[config.mk]
export PLATFORM = sky130hd
export DESIGN_NAME = data_mem_arbiter
export DESIGN_NICKNAME = d
export VERILOG_FILES = /design/src/rtl/data_mem_arbiter.sv
export SDC_FILE = /design/constraint.sdc
export NUM_CORES = 1
export LEC_CHECK = 0
export BUFFER_PORTS_ARGS = -buffer_cell sky130_fd_sc_hd__buf_2
export CAP_MARGIN = 0
export CORE_MARGIN = 1
export CORE_UTILIZATION = 42
export CTS_BUF_LIST = sky130_fd_sc_hd__clkbuf_2
export DETAILED_ROUTE_END_ITERATION = 10
export GPL_TIMING_DRIVEN = 0
export PLACE_DENSITY_LB_ADDON = 0.08
export SLEW_MARGIN = 20
export SYNTH_ARGS = -nofsm -noshare
export SYNTH_HDL_FRONTEND = slang
export SYNTH_SLANG_ARGS = --single-unit
[constraint.sdc]
create_clock -name clk -period 1.8 [get_ports clk]
set_input_delay 0.36 -clock clk [delete_from_list [all_inputs] [get_ports clk]]
set_output_delay 0.36 -clock clk [all_outputs]
set_load 0.01 [all_outputs]
[src/rtl/data_mem_arbiter.sv]
// data_mem_arbiter: two-port arbiter in front of a single-port data memory.
// Port 0 is the core load/store unit, port 1 the debug/DMA loader. After reset
// or a clr pulse the block walks the memory writing zeros, one word per cycle,
// before serving any request.
// Optional feature macro: DMEM_ARB_ROUND_ROBIN_EN (round-robin on conflicts;
// when undefined, port 0 has fixed priority).
module data_mem_arbiter #(
    parameter int DATA_WIDTH = 16,
    parameter int ADDR_WIDTH = 16,
    parameter int MEM_SIZE   = 1024
) (
    input  logic                  clk,
    input  logic                  rst,
    input  logic                  clr,
    output logic                  busy,
    input  logic                  p0_req,
    input  logic                  p0_we,
    input  logic [ADDR_WIDTH-1:0] p0_addr,
    input  logic [DATA_WIDTH-1:0] p0_wdata,
    output logic                  p0_gnt,
    output logic                  p0_rvalid,
    output logic [DATA_WIDTH-1:0] p0_rdata,
    input  logic                  p1_req,
    input  logic                  p1_we,
    input  logic [ADDR_WIDTH-1:0] p1_addr,
    input  logic [DATA_WIDTH-1:0] p1_wdata,
    output logic                  p1_gnt,
    output logic                  p1_rvalid,
    output logic [DATA_WIDTH-1:0] p1_rdata,
    output logic [ADDR_WIDTH-1:0] mem_addr,
    output logic [DATA_WIDTH-1:0] mem_data,
    output logic                  mem_we,
    input  logic [DATA_WIDTH-1:0] mem_q
);

    // Counter is sized to exactly hold 0..MEM_SIZE-1; the last-word compare uses
    // a constant of the same width so a power-of-2 MEM_SIZE cannot overflow it.
    localparam int CW = (MEM_SIZE > 1) ? $clog2(MEM_SIZE) : 1;
    localparam logic [CW-1:0] LAST = CW'(MEM_SIZE - 1);

    localparam logic [0:0] S_CLEAR = 1'b0;
    localparam logic [0:0] S_RUN   = 1'b1;

    logic [0:0]    state;
    logic [CW-1:0] cnt;
    logic          run;
    logic          sel1;

`ifdef DMEM_ARB_ROUND_ROBIN_EN
    // Last port that won a conflict; the other port wins the next one.
    logic ptr;

    // Grant select: on a conflict the port that did not win last time goes.
    always_comb begin
        sel1 = p1_req & (~p0_req | ~ptr);
    end

    // Pointer moves only when both ports competed in RUN.
    always_ff @(posedge clk) begin
        if (rst)
            ptr <= 1'b0;
        else if (run && p0_req && p1_req)
            ptr <= sel1;
    end
`else
    // Grant select: port 0 always wins a conflict.
    always_comb begin
        sel1 = p1_req & ~p0_req;
    end
`endif

    assign run    = (state == S_RUN);
    assign busy   = ~run;
    assign p0_gnt = run & p0_req & ~sel1;
    assign p1_gnt = run & sel1;

    // Memory pin mux: clear writes while busy, otherwise the granted port.
    always_comb begin
        mem_we   = 1'b0;
        mem_addr = '0;
        mem_data = '0;
        if (!run) begin
            mem_we   = 1'b1;
            mem_addr = ADDR_WIDTH'(cnt);
        end else if (p0_gnt) begin
            mem_we   = p0_we;
            mem_addr = p0_addr;
            mem_data = p0_wdata;
        end else if (p1_gnt) begin
            mem_we   = p1_we;
            mem_addr = p1_addr;
            mem_data = p1_wdata;
        end
    end

    // Clear sequencer: rst/clr restart at word 0; leave for RUN after the last word.
    always_ff @(posedge clk) begin
        if (rst || clr) begin
            state <= S_CLEAR;
            cnt   <= '0;
        end else if (state == S_CLEAR) begin
            if (cnt == LAST) begin
                state <= S_RUN;
                cnt   <= '0;
            end else begin
                cnt <= cnt + 1'b1;
            end
        end
    end

    // Read return: capture mem_q at the end of a read grant; rdata holds otherwise.
    always_ff @(posedge clk) begin
        if (rst) begin
            p0_rvalid <= 1'b0;
            p1_rvalid <= 1'b0;
            p0_rdata  <= '0;
            p1_rdata  <= '0;
        end else begin
            p0_rvalid <= p0_gnt & ~p0_we;
            p1_rvalid <= p1_gnt & ~p1_we;
            if (p0_gnt && !p0_we) p0_rdata <= mem_q;
            if (p1_gnt && !p1_we) p1_rdata <= mem_q;
        end
    end

endmodule

# After elaboration in Yosys (flattened, before gate mapping)
# Cells that the tools add are included.
# totals
romBits	0
elab_cells	36
ff_bits	45
memories	0
in_bits	87
latch_bits	0
ramBits	0
out_inout_bits	70
# classes
n_reduce_logical	5
n_div	0
multipliers	0
shift	0
n_addsub	1
mux	12
bitwise	11
eq_ne	1
n_lt_le_gt_ge	0
# op_table
cell	n
$mux W16	6
$add A10 B1 Y10 const B	1
$eq A10 B10 Y1 const B	1
$mux W10	1
$and A1 B1 Y1	6
$mux W1	5
$not A1 Y1	5
$logic_and A1 B1 Y1	2
$logic_not A1 Y1	2
$logic_or A1 B1 Y1	1

# Depth between registers and ports, before layout
# Gate-level depths: netlist of the first run.
# logic_depth
word_depth	6
mapped_depth	8
ltp_nobuf	5

# Least setup slack after synthesis of the first run
# OpenSTA, ideal clock, no wires.
# synth_timing
path_kind	reg2out
start	register state, in the netlist run
end	output mem_data[10]
required_time_ns	1.440
path_slack_ns	0.186
path_buffers	3
path_stages_with_launch	6
t_arrival_ns	1.254
path_cell_list	dfxtp_1 buf_6 and2_1 buf_2 clkbuf_1 a22o_1
# synth_between
elab_chain_len	4
word_cells_on_any_way	6
cone_classes	mux: 3; bitwise: 3
# synth_lines
item	line	text
from (decl)	44	logic [0:0] state;
from (signal assigned)	99	state <= S_CLEAR;
from (signal assigned)	103	state <= S_RUN;
$and A1 B1 Y1 (2 in series)	74	assign p0_gnt = run & p0_req & ~sel1;
via p0_gnt	20	output logic p0_gnt,
$mux W16	85	end else if (p0_gnt) begin
$mux W16	82	if (!run) begin
to (decl)	31	output logic [DATA_WIDTH-1:0] mem_data,
# The timed path passes the listed nets, and every way through them passes these cells.

# Final worst setup path of the first run
# layout_timing
start	register state, in the netlist run
end	output mem_addr[11]
# layout_between
elab_chain_len	4
word_cells_on_any_way	6
cone_classes	mux: 3; bitwise: 3
# layout_lines
item	line	text
$and A1 B1 Y1 (on tied branches)	75, 74	
$mux W16 or $and A1 B1 Y1 (tied branches)	89, 74	
$mux W16	85	
$mux W16 *	82	
to (decl)	30	output logic [ADDR_WIDTH-1:0] mem_addr,
# Mark *: on every way between the ends. The rest lies on a longest branch, timed or not.

==> results of run 1 <==
==> report_power, final <==
part	leakage, nW	switching (W)	internal, W	total (W)
clock network	0.0300	0.000377	0.000106	0.000483
registers	0.363	0.00000304	0.00100	0.00101
logic	1.23	0.0000813	0.0000877	0.000169
total	1.63	0.000461	0.00120	0.00166
==> Yosys cell counts, types with 2 or more instances <==
| library cell | number | area share |
|---|---|---|
| xor2_1 | 6 | 0.024 |
| inv_1 | 2 | 0.0034 |
| a22o_1 | 22 | 0.088 |
| clkbuf_1 | 13 | 0.022 |
| nor2_1 | 28 | 0.048 |
| nand4_1 | 3 | 0.0086 |
| o21ai_0 | 5 | 0.011 |
| and2_1 | 2 | 0.0057 |
| nand2b_1 | 3 | 0.0086 |
| nor2b_1 | 3 | 0.0086 |
| a21oi_1 | 51 | 0.12 |
| buf_2 | 3 | 0.0068 |
| buf_4 | 7 | 0.024 |
| buf_6 | 3 | 0.015 |
| nand3_1 | 3 | 0.0068 |
| nand2_1 | 82 | 0.14 |
| dfxtp_1 | 45 | 0.41 |
==> what timing repair did <==
item,in CTS,in global routing
gates cloned,2,1
pin swaps,8,6
buffers inserted,5,3
endpoints found under the setup margin,35,35
gates resized for setup,16,29
==> cells by family (layout without fill, tap and decap cells) <==
| kind of cell | after synthesis | count (layout) | share of synthesized area |
|---|---|---|---|
| flip-flops | 45 | 45 | 0.411 |
| XOR/XNOR | 7 | 7 | 0.0280 |
| AO/OA/AOI/OAI | 82 | 82 | 0.231 |
| AND/OR/NAND/NOR | 132 | 132 | 0.253 |
| adder cells (fa/ha/maj) | 1 | 1 | 0.00571 |
| buffers and inverters | 28 | 200 | 0.0719 |
==> registers in the layout, summed over array words and instances, names as in the netlist <==
| name | flops |
|---|---|
| p0_rdata | 16 |
| p0_rvalid | 1 |
| run | 1 |
| cnt | 10 |
| p1_rvalid | 1 |
| p1_rdata | 16 |
==> stage by stage <==
stage	setup TNS [ps]	utilization	instance area, um^2	worst slack [ps]	power, W
floorplan	0	-	2190	186	0.00107
global placement	-1610	0.625	3050	-158	0.00119
detailed placement	-1890	0.625	3050	-179	0.00119
CTS	-4430	0.653	3190	-179	0.00166
global route	-5640	0.672	3280	-247	0.00173
finish	-3630	0.672	3280	-194	0.00166
==> path summary, 6_finish.rpt <==
check | startpoint | to | depth (start not counted)
hold / removal | mem_q[3] | p1_rdata[3]$_SDFFE_PP0P_ | 3
hold reg to reg | p0_rdata[13]$_SDFFE_PP0P_ | p0_rdata[13]$_SDFFE_PP0P_ | 2
setup reg to reg | run$_SDFF_PP0_ | cnt[9]$_SDFFE_PP0N_ | 7
setup / recovery | run$_SDFF_PP0_ | mem_addr[11] | 5
==> final cells by class <==
type,count,area [um^2]
tap,67,83.8
clock buffer,5,25.0
clock inverter,3,25.0
timing repair buffer,166,868
multi-input combinational,222,1180
buffer,24,189
inverter,2,7.51
sequential,45,902
fill,464,1600
==> worst max-delay path: stages (launching register included) <==
cell and delay (ps):
dfxtp_2 380, buf_6 110, and2_4 160, buf_8 130, a22o_1 260, buf_2 150
==> routing by layer <==
layer,share of wire,up-vias,track usage
li1,-,1333,-
met1,0.46,1193,0.321
met2,0.48,87,0.378
met3,0.055,7,0.0474
met4,0.0073,0,0.0524
met5,0,-,0
==> flow_metrics.tcl, run 1 <==
set metrics [dict create \
    r2r_slack_ps 200 \
    relSlewSlack 0.687 \
    dieArea_um2 5510 \
    layout-drive-gt1-share 0.445 \
    synth.cell_area_um2 2190 \
    post-route-drc-count 0 \
    core_area_um2 4880 \
    p_leak_nw 1.63 \
    grt_setup_unrepaired "yes" \
    arrival_ps 1630 \
    hpwl_um 5240 \
    drtIter0Drc 124 \
    rows 25 \
    grt_pass1_wl_um 9920 \
    ys.flop_type "dfxtp_1" \
    grt_start_max_net_pins 17 \
    area_delta_synth_final_pct 49.5 \
    start_util 0.449 \
    final_common_cell "buf_2" \
    cts_tree "done" \
    synthCells 295 \
    finalSetupViolations 28 \
    layout.nets 554 \
    powerDensity_nw_per_um2 506 \
    synth_edf_count 0 \
    finalWeightedCongestion 0.818 \
    antenna_found_initial 0 \
    holdWs_ps 113 \
    violations "negative setup slack" \
    routed_wl_um 6950 \
    overflow 0 \
    finalCritPeriodShare 1.11 \
    hold_buffers 0 \
    mostFrequentLayoutCells "buf_2, nand2_1, a21oi_1" \
    start_kind "flip-flop" \
    ant_nets 0 \
    fin_skew_ps 24.0 \
    synth_cell_types 31 \
    clockBufferDepth 2 \
    cts_root_buffer "clkbuf_2" \
    drv_slew 0 \
    vias 2620 \
    hold_class "in -> reg" \
    die_w_um 74.2 \
    track_usage 0.233 \
    diodes 0 \
    ys_seq_area_frac 0.411 \
    drt-vias-per-instance 4.91 \
    cts_max_level 2 \
    synth_warnings 0 \
    fmax_mhz 501 \
    status "finished with violations" \
    ioPinCount 157 \
    worstMarginPinSlew_ps 470 \
    grt_pass1_vias 2074 \
    fin_cells 534 \
    synth_fp_nets 383 \
    crit_type "reg -> out" \
    clock_sinks 45 \
    cp-end-kind "output port" \
    synth-seq-cells 45 \
    period_minus_slack_ps 1990 \
    io_buffer_count 155 \
    dp_cells 517 \
    clk_pin_slew_ps 290 \
    vdd_drop_max_v 0.000375 \
    clock_latency_ps 430 \
    numCtsBuffers 5 \
    finalWorstSetupSlack_ps -194 \
    drt_pre_antenna_iters 4 \
    crit_fanout 6 \
    hold_violations 0 \
    synth-async-reset-ratio 0 \
    cp.required_ps 1440 \
    cap_violations 0 \
    syn_area_per_cell_um2 7.43 \
    die_h_um 74.2 \
    avgRoutedWirePerCell_um 13.0 \
]
Note: power is estimated with default switching activity, not from simulation.
==> run 2, diff against run 1 <==
--- a/config.mk
+++ b/config.mk
@@ -13,6 +13,7 @@
 export DETAILED_ROUTE_END_ITERATION = 10
 export GPL_TIMING_DRIVEN = 0
 export PLACE_DENSITY_LB_ADDON = 0.08
+export REMOVE_ABC_BUFFERS = 1
 export SLEW_MARGIN = 20
 export SYNTH_ARGS = -nofsm -noshare
 export SYNTH_HDL_FRONTEND = slang
==> run 2 against run 1 <==
  * The run now ends clean
  * Clock-buffer cell count unchanged
  * Wire length about the same
  * Largest cell class unchanged
  * Global-route usage grew 1.4 points
  * Worst hold slack better by 34 ps
==> flow_metrics.tcl, run 2 (same netlist as run 1, synthesis figures left out) <==
set metrics [dict create \
    dp_cells 492 \
    grt_setup_unrepaired "yes" \
    finalWeightedCongestion 0.821 \
    arrival_ps 1430 \
    p_leak_nw 1.51 \
    drt_pre_antenna_iters 4 \
    fin_util 0.630 \
    powerDensity_nw_per_um2 561 \
    clock_latency_ps 420 \
    crit_type "reg -> out" \
    finalSetupViolations 0 \
    clockBufferDepth 2 \
    dieArea_um2 5510 \
    reg_top3 "p0_rdata x16, p1_rdata x16, cnt x10" \
    start_util 0.449 \
    crit_fanout 10 \
    critPathMaxStageDelay_ps 430 \
    die_w_um 74.2 \
    crit_path_cell_trace "and3b_2 > a22o_1 > buf_2" \
    drtIter0Drc 92 \
    rows 25 \
    vdd_drop_max_v 0.000587 \
    drv_slew 0 \
    relSlewSlack 0.539 \
    mostFrequentLayoutCells "buf_2, nand2_1, a21oi_1" \
    holdWs_ps 147 \
    cts_root_buffer "clkbuf_2" \
    period_minus_slack_ps 1790 \
    nFillCells 476 \
    final_common_cell "buf_2" \
    clk_pin_slew_ps 240 \
    grt_start_max_net_pins 36 \
    fmax_mhz 558 \
    numCtsBuffers 5 \
    die_h_um 74.2 \
    status "finished, final reports clean" \
    drt-vias-per-instance 4.97 \
    hold_class "in -> reg" \
    post-route-drc-count 0 \
    cts_tree "done" \
    avgRoutedWirePerCell_um 13.7 \
    hold_violations 0 \
    start_kind "flip-flop" \
    clock_sinks 45 \
    ant_nets 0 \
    antenna_found_initial 2 \
    fin_skew_ps 31.8 \
    hold_buffers 0 \
    layout-drive-gt1-share 0.410 \
    area_delta_synth_final_pct 40.3 \
    power_w 0.00172 \
    cp-end-kind "output port" \
    routed_wl_um 6950 \
    cp.required_ps 1440 \
    vias 2532 \
    hpwl_um 4920 \
    finalCritPeriodShare 0.995 \
    fin_cells 509 \
    ioPinCount 157 \
    overflow 0 \
    worstMarginPinSlew_ps 692 \
    grt_pass1_vias 2209 \
    grt_pass1_wl_um 10300 \
    cpMaxStageDelayCell "dfxtp_4" \
    track_usage 0.247 \
    cts_max_level 2 \
    cap_violations 0 \
    layout.nets 528 \
    path_delay_family "flip-flops" \
    io_buffer_count 156 \
    cp.buffers_inverters 1 \
    core_area_um2 4880 \
]
## run 2: changes by cell type in the layout (fill, tap and decap cells not counted), moves of 5 or more
cell and delta:
buf_6 -6, nor2_1 +7, buf_4 -11, nor2_2 -5
clkbuf_1 -6
## run 2: path summary, 6_finish.rpt
kind                       startpoint                       end  cells past startpoint  slack [ps]
max                    run$_SDFF_PP0_              mem_data[13]                      3           8
max reg2reg            run$_SDFF_PP0_  p0_rdata[4]$_SDFFE_PP0P_                      5         150
min reg2reg  p1_rdata[7]$_SDFFE_PP0P_  p1_rdata[7]$_SDFFE_PP0P_                      2         470
min                          mem_q[9]  p0_rdata[9]$_SDFFE_PP0P_                      3         150
## run 2: per-layer routing
metal / up-vias / share of wire / global-route usage
li1: 1284 / - / -
met1: 1137 / 0.39 / 0.284
met2: 93 / 0.50 / 0.444
met3: 16 / 0.083 / 0.0556
met4: 2 / 0.022 / 0.0985
met5: - / 0.0019 / 0
## run 2: per-stage QoR
stage	setup slack [ps]	TNS, ps	area, um^2
floorplan	-556	-19060	2040
global placement	-1230	-48940	2910
detailed placement	-1290	-51240	2910
CTS	2.50	0	3050
global route	-75.3	-1070	3080
finish	8.33	0	3080
## run 2: final cells by class
type / count / area, um^2 / area share
antenna: 1 / 2.50 / 0.000814
clock inverter: 3 / 46.3 / 0.0151
inverter: 2 / 7.51 / 0.00244
clock buffer: 5 / 25.0 / 0.00814
timing repair buffer: 160 / 817 / 0.266
tap: 67 / 83.8 / 0.0273
multi-input combinational: 226 / 1190 / 0.386
sequential: 45 / 905 / 0.294
## run 2: timing repair
item	CTS	global route
setup endpoints to repair	70	24
cloned	4	0
pin swaps	2	1
buffers inserted	3	1
resized for setup	11	4
endpoints found under the hold margin	0	0
## run 2: worst reg2reg max path: stages (launching register included)
cell and delay (ps):
dfxtp_4 450, and2_4 250, buf_4 140, and2b_1 500, nand2_1 120, a21oi_1 160
## run 2: power breakdown
part | leakage, nW | total [W] | switching, W | internal, W
clock network | 0.0392 | 0.000562 | 0.000326 | 0.000236
registers | 0.363 | 0.00100 | 0.00000210 | 0.00100
logic | 1.11 | 0.000160 | 0.0000764 | 0.0000841
==> run 3, diff against run 2 <==
--- a/config.mk
+++ b/config.mk
@@ -7,7 +7,7 @@
 export LEC_CHECK = 0
 export BUFFER_PORTS_ARGS = -buffer_cell sky130_fd_sc_hd__buf_2
 export CAP_MARGIN = 0
-export CORE_MARGIN = 1
+export CORE_MARGIN = 4
 export CORE_UTILIZATION = 42
 export CTS_BUF_LIST = sky130_fd_sc_hd__clkbuf_2
 export DETAILED_ROUTE_END_ITERATION = 10
==> run 3 against run 2 <==
  * Non-clock buffer count increased by 3
  * Clock skew increased by 4.9 ps
  * Combinational power increased by 3%
  * Global-route usage decreased by 2.1 points
==> flow_metrics.tcl, run 3 (same netlist as run 1, synthesis figures left out) <==
set metrics [dict create \
    status "finished, final reports clean" \
    crit_fanout 7 \
    path_depth 4 \
    crit_top_cell "buf_6" \
    vias 2571 \
    dieArea_um2 6440 \
    cp.buffers_inverters 2 \
    mostFrequentLayoutCells "buf_2, nand2_1, a21oi_1" \
    fin_util 0.624 \
    routed_wl_um 7860 \
    grt_pass1_vias 2264 \
    hold_class "in -> reg" \
    antenna_found_initial 0 \
    drtIter0Drc 84 \
    worstMarginPinSlew_ps 685 \
    diodes 0 \
    crit_type "reg -> out" \
    power_w 0.00174 \
    cts_max_level 2 \
    cap_violations 0 \
    numCtsBuffers 5 \
    ant_nets 0 \
    placed_area_um2 2910 \
    finalInstanceArea_um2 3170 \
    routed-wl-met3_um 561 \
    track_usage 0.226 \
    ioPinCount 157 \
    regToRegStartpoint "run$_SDFF_PP0_" \
    fmax_mhz 556 \
    critPathMaxStageDelay_ps 410 \
    clockBufferDepth 2 \
    fin_skew_ps 36.7 \
    grt_start_max_net_pins 36 \
    crit_start "run$_SDFF_PP0_" \
    drt_pre_antenna_iters 4 \
    cts_tree "done" \
    hpwl_um 5550 \
    core_area_um2 5070 \
    met1_length_um 3080 \
    clk_pin_slew_ps 250 \
    overflow 0 \
    layout-drive-gt1-share 0.433 \
    powerDensity_nw_per_um2 550 \
    post-route-drc-count 0 \
    drv_slew 0 \
    reg2reg_depth 6 \
    finalCritPeriodShare 1.00 \
    wl_met2_um 4100 \
    io_buffer_count 156 \
    clock_latency_ps 430 \
    holdPathStages 3 \
    worstHoldEndpoint "p0_rdata[3]$_SDFFE_PP0P_" \
    relSlewSlack 0.541 \
    die_w_um 80.2 \
    fin_cells 516 \
    grt_setup_unrepaired "yes" \
    period_minus_slack_ps 1800 \
    clock_sinks 45 \
    path_delay_family "flip-flops" \
    rows 26 \
    r2r_slack_ps 140 \
    cpMaxStageDelayCell "dfxtp_4" \
    pre_cts_ws_ps -1020 \
    arrival_ps 1440 \
    hold_buffers 0 \
    top_layer "met4" \
    rr_endpoint "cnt[9]$_SDFFE_PP0N_" \
    drt-vias-per-instance 4.98 \
    crit_path_cell_trace "buf_6 > and2_4 > a22o_1 > buf_6" \
    vdd_drop_max_v 0.000749 \
    finalSetupViolations 0 \
    p_leak_nw 1.55 \
    start_util 0.432 \
    avgRoutedWirePerCell_um 15.2 \
    cp.required_ps 1440 \
    cp-end-kind "output port" \
    start_kind "flip-flop" \
    dp_cells 495 \
    reg_top3 "p0_rdata x16, p1_rdata x16, cnt x10" \
    grt_pass1_wl_um 11300 \
    area_delta_synth_final_pct 44.5 \
    nFillCells 501 \
    cts_root_buffer "clkbuf_2" \
    finalWeightedCongestion 0.826 \
    layout.nets 533 \
    hp-start "mem_q[3]" \
    finalWorstSetupSlack_ps 0.164 \
    final_common_cell "buf_2" \
    die_h_um 80.2 \
    hold_violations 0 \
]
-- run 3: layout make-up --
class / count / area, um^2 / area share
tap: 70 / 87.6 / 0.0276
multi-input combinational: 228 / 1240 / 0.391
clock inverter: 2 / 38.8 / 0.0122
inverter: 2 / 7.51 / 0.00237
timing repair buffer: 163 / 862 / 0.272
sequential: 45 / 905 / 0.286
clock buffer: 6 / 30.0 / 0.00948
-- run 3: power by group --
part,switching (W),internal (W),leakage [nW],total (W)
clock,0.000333,0.000243,0.0432,0.000576
combinational,0.0000802,0.0000845,1.15,0.000165
sequential,0.00000274,0.00100,0.363,0.00100
total,0.000416,0.00133,1.55,0.00174
-- run 3: metrics by stage --
stage          setup TNS, ps  hold WS, ps
2_1_floorplan         -19060          429
3_3_place_gp          -47200          439
3_5_place_dp          -46930          444
4_1_cts                -25.9          121
5_1_grt                -1570         94.3
6_report                   0          136
-- run 3: how the worst max path moves through the flow --
stage / endpoint
CTS: mem_data[10]
floorplan: p1_rdata[0]$_SDFFE_PP0P_
global route: mem_data[6]
detailed placement: p1_rdata[4]$_SDFFE_PP0P_
global placement: p1_rdata[15]$_SDFFE_PP0P_
finish: mem_data[10]
-- run 3: layer usage --
| metal | GRT usage | vias to the layer above |
|---|---|---|
| met5 | 0 | - |
| met4 | 0.0574 | 0 |
| met3 | 0.0538 | 10 |
| met2 | 0.425 | 92 |
| met1 | 0.254 | 1165 |
| li1 | - | 1304 |
-- run 3: timing repair --
action                                  CTS  global route
buffers inserted                          3             4
pin swaps                                 5            23
gates resized for setup                  11            22
gates cloned                              3             3
hold endpoints to repair                  0             0
endpoints found under the setup margin   70            32
-- run 3: worst reg2reg max path: cells and delay by family, from the launching register on --
| family | cells | cell delay (ps) |
|---|---|---|
| and+or+nand+nor | 3 | 790 |
| AOI/OAI and AO/OA | 1 | 130 |
| buffers and inverters | 2 | 290 |
| DFF | 1 | 410 |
